File: config.mk
export PLATFORM = sky130hd
export DESIGN_NAME = load_store_unit
export DESIGN_NICKNAME = d
export VERILOG_FILES = /design/src/rtl/lsu_pkg.sv /design/src/rtl/lsu_watchdog.sv /design/src/rtl/load_store_unit.sv
export SDC_FILE = /design/constraint.sdc
export NUM_CORES = 1
export LEC_CHECK = 0
export BUFFER_PORTS_ARGS = -buffer_cell sky130_fd_sc_hd__clkbuf_2
export CAP_MARGIN = 20
export CORE_MARGIN = 1
export CORE_UTILIZATION = 51
export DETAILED_ROUTE_END_ITERATION = 7
export GPL_TIMING_DRIVEN = 0
export PLACE_DENSITY = 0.85
export SLEW_MARGIN = 20
export SYNTH_ARGS = -nofsm -noshare
export SYNTH_HDL_FRONTEND = slang
export SYNTH_SLANG_ARGS = --single-unit
File: constraint.sdc
create_clock -name clk -period 2.3 [get_ports clk]
set_input_delay 0.23 -clock clk [delete_from_list [all_inputs] [get_ports clk]]
set_output_delay 0.23 -clock clk [all_outputs]
set_load 0.01 [all_outputs]
File: src/rtl/lsu_pkg.sv
// Shared types and constants for the load/store unit.
//   lsu_state_t : access sequencing states
//   lsu_req_t   : one accepted access (direction, address, store data, destination tag)
package lsu_pkg;

  localparam int unsigned LSU_ADDR_W      = 32;
  localparam int unsigned LSU_DATA_W      = 32;
  localparam int unsigned LSU_TAG_W       = 5;
  localparam int unsigned WORD_ALIGN_BITS = 2;

  typedef enum logic [2:0] {
    IDLE,
    ISSUE,
    SETTLE,
    WAIT,
    DONE
  } lsu_state_t;

  typedef struct packed {
    logic                  we;
    logic [LSU_ADDR_W-1:0] addr;
    logic [LSU_DATA_W-1:0] wdata;
    logic [LSU_TAG_W-1:0]  tag;
  } lsu_req_t;

endpackage

File: src/rtl/lsu_watchdog.sv
// Saturating miss counter for the load/store unit.
//   clk, rstn : clock, synchronous active-low reset
//   clear     : restart the count (new access issued)
//   inc       : one more cycle spent waiting on a miss
//   expire    : this increment is the last one allowed (count reaches all-ones)
module lsu_watchdog #(
  parameter int unsigned TIMEOUT_W = 6
) (
  input  logic clk,
  input  logic rstn,
  input  logic clear,
  input  logic inc,
  output logic expire
);

  localparam logic [TIMEOUT_W-1:0] CntMax  = {TIMEOUT_W{1'b1}};
  localparam logic [TIMEOUT_W-1:0] CntLast = CntMax - TIMEOUT_W'(1);

  logic [TIMEOUT_W-1:0] cnt_q;

  always_ff @(posedge clk) begin
    if (!rstn) begin
      cnt_q <= '0;
    end else if (clear) begin
      cnt_q <= '0;
    end else if (inc && (cnt_q != CntMax)) begin
      cnt_q <= cnt_q + TIMEOUT_W'(1);
    end
  end

  assign expire = inc && (cnt_q == CntLast);

endmodule

File: src/rtl/load_store_unit.sv
// Pipeline-side controller for the data-memory port.
//   clk, rstn                         : clock, synchronous active-low reset
//   req_valid/we/addr/wdata/tag       : one access from the MEM stage, held while stall=1
//   stall                             : pipeline must hold
//   resp_valid/resp_data/resp_tag     : single-cycle completion (data 0 for stores/timeouts)
//   err_misalign                      : pulse, misaligned request dropped
//   err_timeout                       : sticky, miss outlasted the watchdog
//   mem_addr/mem_wdata/mem_we/mem_re  : to memory_interface
//   mem_rdata, mem_miss               : from memory_interface (both one cycle late)
module load_store_unit
  import lsu_pkg::*;
#(
  parameter int unsigned ADDR_W    = LSU_ADDR_W,
  parameter int unsigned DATA_W    = LSU_DATA_W,
  parameter int unsigned TAG_W     = LSU_TAG_W,
  parameter int unsigned TIMEOUT_W = 6
) (
  input  logic              clk,
  input  logic              rstn,
  input  logic              req_valid,
  input  logic              req_we,
  input  logic [ADDR_W-1:0] req_addr,
  input  logic [DATA_W-1:0] req_wdata,
  input  logic [TAG_W-1:0]  req_tag,
  output logic              stall,
  output logic              resp_valid,
  output logic [DATA_W-1:0] resp_data,
  output logic [TAG_W-1:0]  resp_tag,
  output logic              err_misalign,
  output logic              err_timeout,
  output logic [ADDR_W-1:0] mem_addr,
  output logic [DATA_W-1:0] mem_wdata,
  output logic              mem_we,
  output logic              mem_re,
  input  logic [DATA_W-1:0] mem_rdata,
  input  logic              mem_miss
);

  lsu_state_t        state_q;
  lsu_req_t          req_q;
  logic [DATA_W-1:0] resp_data_q;
  logic              err_misalign_q;
  logic              err_timeout_q;
  logic              req_aligned;
  logic              wd_expire;

  assign req_aligned = (req_addr[WORD_ALIGN_BITS-1:0] == '0);

  lsu_watchdog #(
    .TIMEOUT_W (TIMEOUT_W)
  ) u_watchdog (
    .clk    (clk),
    .rstn   (rstn),
    .clear  (state_q == ISSUE),
    .inc    ((state_q == WAIT) && mem_miss),
    .expire (wd_expire)
  );

  always_ff @(posedge clk) begin
    if (!rstn) begin
      state_q        <= IDLE;
      req_q          <= '0;
      resp_data_q    <= '0;
      err_misalign_q <= 1'b0;
      err_timeout_q  <= 1'b0;
    end else begin
      err_misalign_q <= 1'b0;
      unique case (state_q)
        IDLE: begin
          if (req_valid && req_aligned) begin
            req_q   <= '{we: req_we, addr: req_addr, wdata: req_wdata, tag: req_tag};
            state_q <= ISSUE;
          end else if (req_valid) begin
            err_misalign_q <= 1'b1;
          end
        end
        ISSUE:  state_q <= SETTLE;
        // mem_miss still reflects the previous access here; wait one more cycle
        SETTLE: state_q <= WAIT;
        WAIT: begin
          if (wd_expire) begin
            err_timeout_q <= 1'b1;
            resp_data_q   <= '0;
            state_q       <= DONE;
          end else if (!mem_miss) begin
            resp_data_q <= req_q.we ? '0 : mem_rdata;
            state_q     <= DONE;
          end
        end
        DONE:    state_q <= IDLE;
        default: state_q <= IDLE;
      endcase
    end
  end

  always_comb begin
    stall  = 1'b0;
    mem_we = 1'b0;
    mem_re = 1'b0;
    unique case (state_q)
      IDLE: stall = req_valid && req_aligned;
      ISSUE: begin
        stall  = 1'b1;
        mem_we = req_q.we;
        mem_re = ~req_q.we;
      end
      SETTLE, WAIT: stall = 1'b1;
      default: stall = 1'b0;
    endcase
  end

  assign resp_valid   = (state_q == DONE);
  assign resp_data    = resp_data_q;
  assign resp_tag     = req_q.tag;
  assign err_misalign = err_misalign_q;
  assign err_timeout  = err_timeout_q;
  // Address stays on the port after ISSUE so the BRAM output keeps tracking it
  assign mem_addr     = req_q.addr;
  assign mem_wdata    = req_q.wdata;

endmodule
==> flow_summary.yaml, run 1 <==
outcome:
  status: "completed"
timing:
  period_share_pct: 99.67
  finalHoldViolCount: 0
  fmax_mhz: 436.2
  skew_ns: 0.01426
  relSlewSlack_pct: 56.45
  tightest_slew_ns: 0.6504
  timing.hold.ws_ns: 0.06226
  setup_viol: 0
  period_minus_slack_ns: 2.292
  slew_violations: 0
yosys:
  ys_types: 43
  synth.avg_cell_area_um2: 9.002
  yosysSeqAreaShare_pct: 47.06
  syn_inst: 534
  syn_area_mm2: 0.004807
  yosysWarnings: 0
  ys_ff_latch: 113
  synth_fp_nets: 642
layout:
  final_common_cell: "clkbuf_2"
  final_cell_mix: "clkbuf_2, dfxtp_1, dlygate4sd3_1"
  area_delta_synth_final_pct: 58.07
  n_antenna_cell: 0
  drive_above_1_share_pct: 38.91
  stdcell_area_mm2: 0.007599
  fin_nets: 974
critical_path:
  path_delay_family: "buffers and inverters"
  crit_path_cell_trace: "dlygate4sd3_1 > clkbuf_2 > or3b_1 > buf_4 > buf_6 > buf_6 > a21oi_2 > buf_2"
  endpoint_kind: "output pin"
  critPathMaxStageDelay_ns: 0.56
  rr_endpoint: "mem_wdata[10]"
  r2r_slack_ns: 0.38
  arrival_ns: 2.06
  cpMostUsedCell: "buf_6"
  critical_path_class: "in2out"
  worstSetupStartpointType: "primary input"
  ff2ff_path_depth: 5
  path_buf_inv: 6
  critPathRequiredTime_ns: 2.07
  regToRegStartpoint: "state_q[2]"
  cp_slowest_cell: "dlygate4sd3_1"
  worst-path-max-fanout: 10
clock_network:
  clkSinkCount: 113
  htree_levels: 4
  cts_buffers: 17
  clk_pin_slew_worst_paths_ns: 0.06
  cts_tree: "yes"
  cts-root-buf: "clkbuf_8"
  postCtsSetupBuffers: 0
  clkLatencyLatePin_ns: 0.51
  clock_path_buffers: 2
global_routing:
  antenna_found_initial: 0
  grt_usage_pct: 37.62
  grt_pass1_vias: 5692
  grt_max_degree: 17
  grt_first_pass_wirelength_um: 28730
  grt_overflow: 0
min_path:
  hold_path_class: "in2reg"
  min_from: "req_addr[1]"
  whs_path_depth: 3
  hold_path_end: "err_misalign"
floorplanning:
  rows: 35
  start_util_pct: 52.27
  die_width_um: 99.09
  core_mm2: 0.009196
  die_area_mm2: 0.009818
  fp.dieH_um: 99.09
  io-pin-count: 213
drt:
  finalWirelength_um: 18830
  ant_nets: 0
  drc: 0
  vias_per_cell: 5.793
  first_pass_iters: 5
  vias: 5735
  drtIter0Drc: 471
  wire_per_inst_um: 19.02
power_and_ir_drop:
  power_density_mw_per_mm2: 722.1
  ir_drop_mv: 0.5324
  p_leak_nw: 3.460
place:
  io_buffers: 212
  placed_cell_area_mm2: 0.006007
  dpl.hpwl_um: 9575
  routabilityCongestion: 0.8254
run:
  cap_violations: 0
==> worst register-to-register path, cell delays in order, from the launching register on <==
cell and delay [ns]:
dfxtp_1 0.34, buf_6 0.16, nor3_4 0.40, clkbuf_1 0.48, nand3_1 0.19, a21oi_1 0.25
==> cell usage after synthesis <==
| master | instances | area [um^2] |
|---|---|---|
| nor4_1 | 1 | 6.260 |
| a211oi_4 | 1 | 20.02 |
| a22o_1 | 32 | 280.3 |
| clkbuf_1 | 29 | 108.9 |
| nand4bb_1 | 1 | 11.26 |
| or2_2 | 1 | 6.260 |
| and2_1 | 3 | 18.77 |
| or3b_2 | 1 | 8.760 |
| a211oi_1 | 1 | 7.510 |
| dfxtp_1 | 113 | 2262 |
| o2111a_1 | 1 | 11.26 |
| nor3_4 | 1 | 16.27 |
| a2111oi_0 | 1 | 8.760 |
| nor2_1 | 5 | 18.77 |
| nand3_1 | 73 | 365.4 |
| nand3b_1 | 1 | 7.510 |
| and4b_1 | 2 | 20.02 |
| and4_1 | 1 | 8.760 |
| nand4b_1 | 1 | 8.760 |
| buf_2 | 9 | 45.04 |
| or3_1 | 1 | 6.260 |
| nor4b_1 | 1 | 8.760 |
| or3b_1 | 1 | 8.760 |
| a41oi_1 | 1 | 8.760 |
| nor3b_2 | 1 | 12.51 |
| clkbuf_2 | 2 | 10.01 |
| inv_1 | 3 | 11.26 |
| o21ai_1 | 21 | 105.1 |
| a21oi_1 | 73 | 365.4 |
| nand2_1 | 5 | 18.77 |
| and3_1 | 3 | 18.77 |
| a311oi_1 | 1 | 8.760 |
| nor3_1 | 4 | 20.02 |
| buf_6 | 7 | 78.83 |
| mux2i_1 | 2 | 20.02 |
| o211ai_1 | 1 | 7.510 |
| a31oi_1 | 1 | 6.260 |
| buf_4 | 72 | 540.5 |
| and4bb_4 | 1 | 16.27 |
| inv_2 | 1 | 3.750 |
| o21a_1 | 2 | 15.01 |
| ha_1 | 2 | 25.02 |
| o21ai_0 | 50 | 250.2 |
==> power by group <==
part / total (mW) / switching [mW] / internal (mW)
clock: 2.56 / 1.01 / 1.55
sequential: 2.05 / 0.0366 / 2.02
combinational: 0.878 / 0.492 / 0.386
==> worst max-delay path by stage <==
stage | cells past startpoint | slack, ns | from | to
finish | 8 | 0.008 | req_valid | stall
global route | 8 | -0.02 | req_valid | stall
CTS | 8 | 0.1 | req_valid | stall
detailed placement | 7 | 0.62 | req_addr[0] | stall
global placement | 7 | 0.64 | req_addr[0] | stall
floorplan | 6 | 0.80 | u_watchdog.cnt_q[0] | resp_data[10]
==> metrics by stage <==
stage          setup TNS, ns  total power, mW  worst slack, ns  utilization, %  std cells
2_1_floorplan              0            2.494           0.8035               -        534
3_3_place_gp               0            2.734           0.6387           65.32        857
6_report                   0            5.487         0.007593           82.63        990
5_1_grt             -0.01784            5.632         -0.01784           82.63        990
3_5_place_dp               0            2.757           0.6231           65.32        857
4_1_cts                    0            5.371          0.09551           82.56        990
==> registers in the layout (all words and copies together) (netlist names) <==
| register | cells |
|---|---|
| mem_wdata | 32 |
| mem_addr | 32 |
| resp_data | 32 |
| err_timeout | 1 |
| err_misalign | 1 |
| u_watchdog.cnt_q | 6 |
| req_q | 1 |
| state_q | 3 |
| resp_tag | 5 |
==> logic make-up after synthesis <==
group           Yosys count  synth area share, %
buf+inv                 123                16.61
simple gates            108                12.62
flops                   113                47.06
mux                       2               0.4165
compound gates          186                22.77
fa+ha+maj                 2               0.5205
==> routing by layer <==
layer / global-route usage [%] / up-vias / part of all wire (%)
li1: - / 2513 / -
met1: 40.86 / 2678 / 37
met2: 66.38 / 432 / 50
met3: 9.149 / 112 / 8.4
met4: 22.62 / 0 / 5.3
met5: 0 / - / 0
==> final cells by class <==
type	instances	area (um^2)
multi-input cells	298	1750
fillers	487	1598
flip-flops and latches	113	2262
repair buffers	313	2072
well taps	111	138.9
plain buffers	119	785.8
inverters	4	15.01
clock buffers	17	414.1
clock inverters	15	160.2
==> repair_timing <==
item | 4_1_cts | 5_1_grt
hold buffers | 101 | 0
gates resized for setup | 0 | 4
endpoints found under the setup margin | 0 | 1
hold endpoints to repair | 101 | 0
Power figures use the tool's default switching activity.
==> run 2: changes to the inputs <==
CORE_ASPECT_RATIO = 1.25   (was default)
PLACE_DENSITY = default   (was 0.85)
PLACE_DENSITY_LB_ADDON = 0.15   (was default)
==> flow_summary.yaml, run 2 (synthesis gave the netlist of run 1 again) <==
timing:
  period_share_pct: 86.94
  fmax_mhz: 500.1
  slew_violations: 0
  timing.hold.ws_ns: 0.03905
  skew_ns: 0.008507
  period_minus_slack_ns: 2.000
  tns_ns: 0
  finalHoldViolCount: 0
  relSlewSlack_pct: 53.75
  setup_viol: 0
  rsz0062_at_grt: "no"
  worst_slack_ns: 0.3005
  tightest_slew_ns: 0.6907
clock_network:
  cts_resized: 0
  clkLatencyLatePin_ns: 0.41
  postCtsSetupBuffers: 0
  clkSinkCount: 113
  htree_levels: 4
  cts-root-buf: "clkbuf_16"
  clock_path_buffers: 2
  clk_pin_slew_worst_paths_ns: 0.05
  cts_buffers: 17
  holdBufCountCts: 0
  cts_tree: "yes"
drt:
  drc: 0
  finalWirelength_um: 12740
  ant_nets: 0
  first_pass_iters: 4
  vias: 4658
  wire_per_inst_um: 14.14
  vias_per_cell: 5.170
  drtIter0Drc: 167
layout:
  final_cell_mix: "clkbuf_2, dfxtp_1, a21oi_1, nand3_1, buf_4"
  final_common_cell: "clkbuf_2"
  finish.utilization_pct: 72.36
  final_cell_count_no_fill: 901
  drive_above_1_share_pct: 43.70
  fill_cells: 766
  seqCellArea_mm2: 0.002262
  stdcell_area_mm2: 0.006603
  multi_input_area_mm2: 0.001747
  fin_nets: 873
  area_delta_synth_final_pct: 37.35
  n_antenna_cell: 0
place:
  placed_cell_area_mm2: 0.006022
  placedCellCount: 869
  pre_cts_slack_ns: 0.5284
  dpl.hpwl_um: 9399
  io_buffers: 212
  routabilityCongestion: 0.8193
floorplanning:
  io-pin-count: 213
  rows: 39
  start_util_pct: 52.68
  die_width_um: 88.84
  core_mm2: 0.009125
  fp.dieH_um: 110.5
  die_area_mm2: 0.009820
critical_path:
  endpoint_kind: "output pin"
  cp_slowest_cell: "or3b_2"
  critPathLaunch: "state_q[0]"
  crit_path_cell_trace: "buf_4 > or3b_2 > clkbuf_1 > nor2_1 > clkbuf_2"
  critical_path_class: "reg2out"
  critPathMaxStageDelay_ns: 0.44
  worstSetupStartpointType: "flip-flop"
  worst-path-max-fanout: 10
  critPathRequiredTime_ns: 2.07
  regToRegStartpoint: "u_watchdog.cnt_q[0]"
  arrival_ns: 1.77
outcome:
  status: "completed"
power_and_ir_drop:
  p_leak_nw: 3.048
  power_density_mw_per_mm2: 794.8
  ir_drop_mv: 0.5650
  fin_total_pwr_mw: 5.248
min_path:
  min_from: "mem_rdata[29]"
  hold_path_class: "in2reg"
global_routing:
  grt_pass1_vias: 4418
  grt_usage_pct: 26.10
  grt_first_pass_wirelength_um: 19780
  antenna_found_initial: 0
  grt_max_degree: 17
  grt_overflow: 0
run:
  cap_violations: 0
[run 2: worst max-delay path: cells and delay by family (launching register included)]
kind	cells	cell delay [ns]
simple gates	2	0.56
buf+inv	3	0.48
flops	1	0.32
[run 2: worst paths after layout]
| path | endpoint | slack, ns | cells past startpoint |
|---|---|---|---|
| worst min register to register | resp_data[29] | 0.47 | 1 |
| worst max register to register | resp_data[26] | 0.60 | 6 |
| worst min-delay path | resp_data[29] | 0.04 | 2 |
| worst max-delay path | mem_we | 0.30 | 5 |
[run 2: per-layer routing]
layer  vias up  track usage [%]  part of all wire (%)
li1       2303                -                     -
met1      2135            27.81                    40
met2       189            43.79                    48
met3        31            9.567                   9.0
met4         0            13.87                   2.8
met5         -                0                     0
[run 2: layout make-up]
class | instances | share of cell area (%)
Inverter | 4 | 0.2274
Timing Repair Buffer | 212 | 16.07
Multi-Input combinational cell | 298 | 26.45
Clock inverter | 13 | 2.085
Buffer | 119 | 11.86
Tap cell | 123 | 2.331
Sequential cell | 113 | 34.26
Clock buffer | 19 | 6.708
[run 2: where the power goes]
| part | switching, mW | total (mW) | internal, mW |
|---|---|---|---|
| sequential | 0.0286 | 2.05 | 2.02 |
| clock | 0.908 | 2.53 | 1.62 |
| combinational | 0.403 | 0.675 | 0.272 |
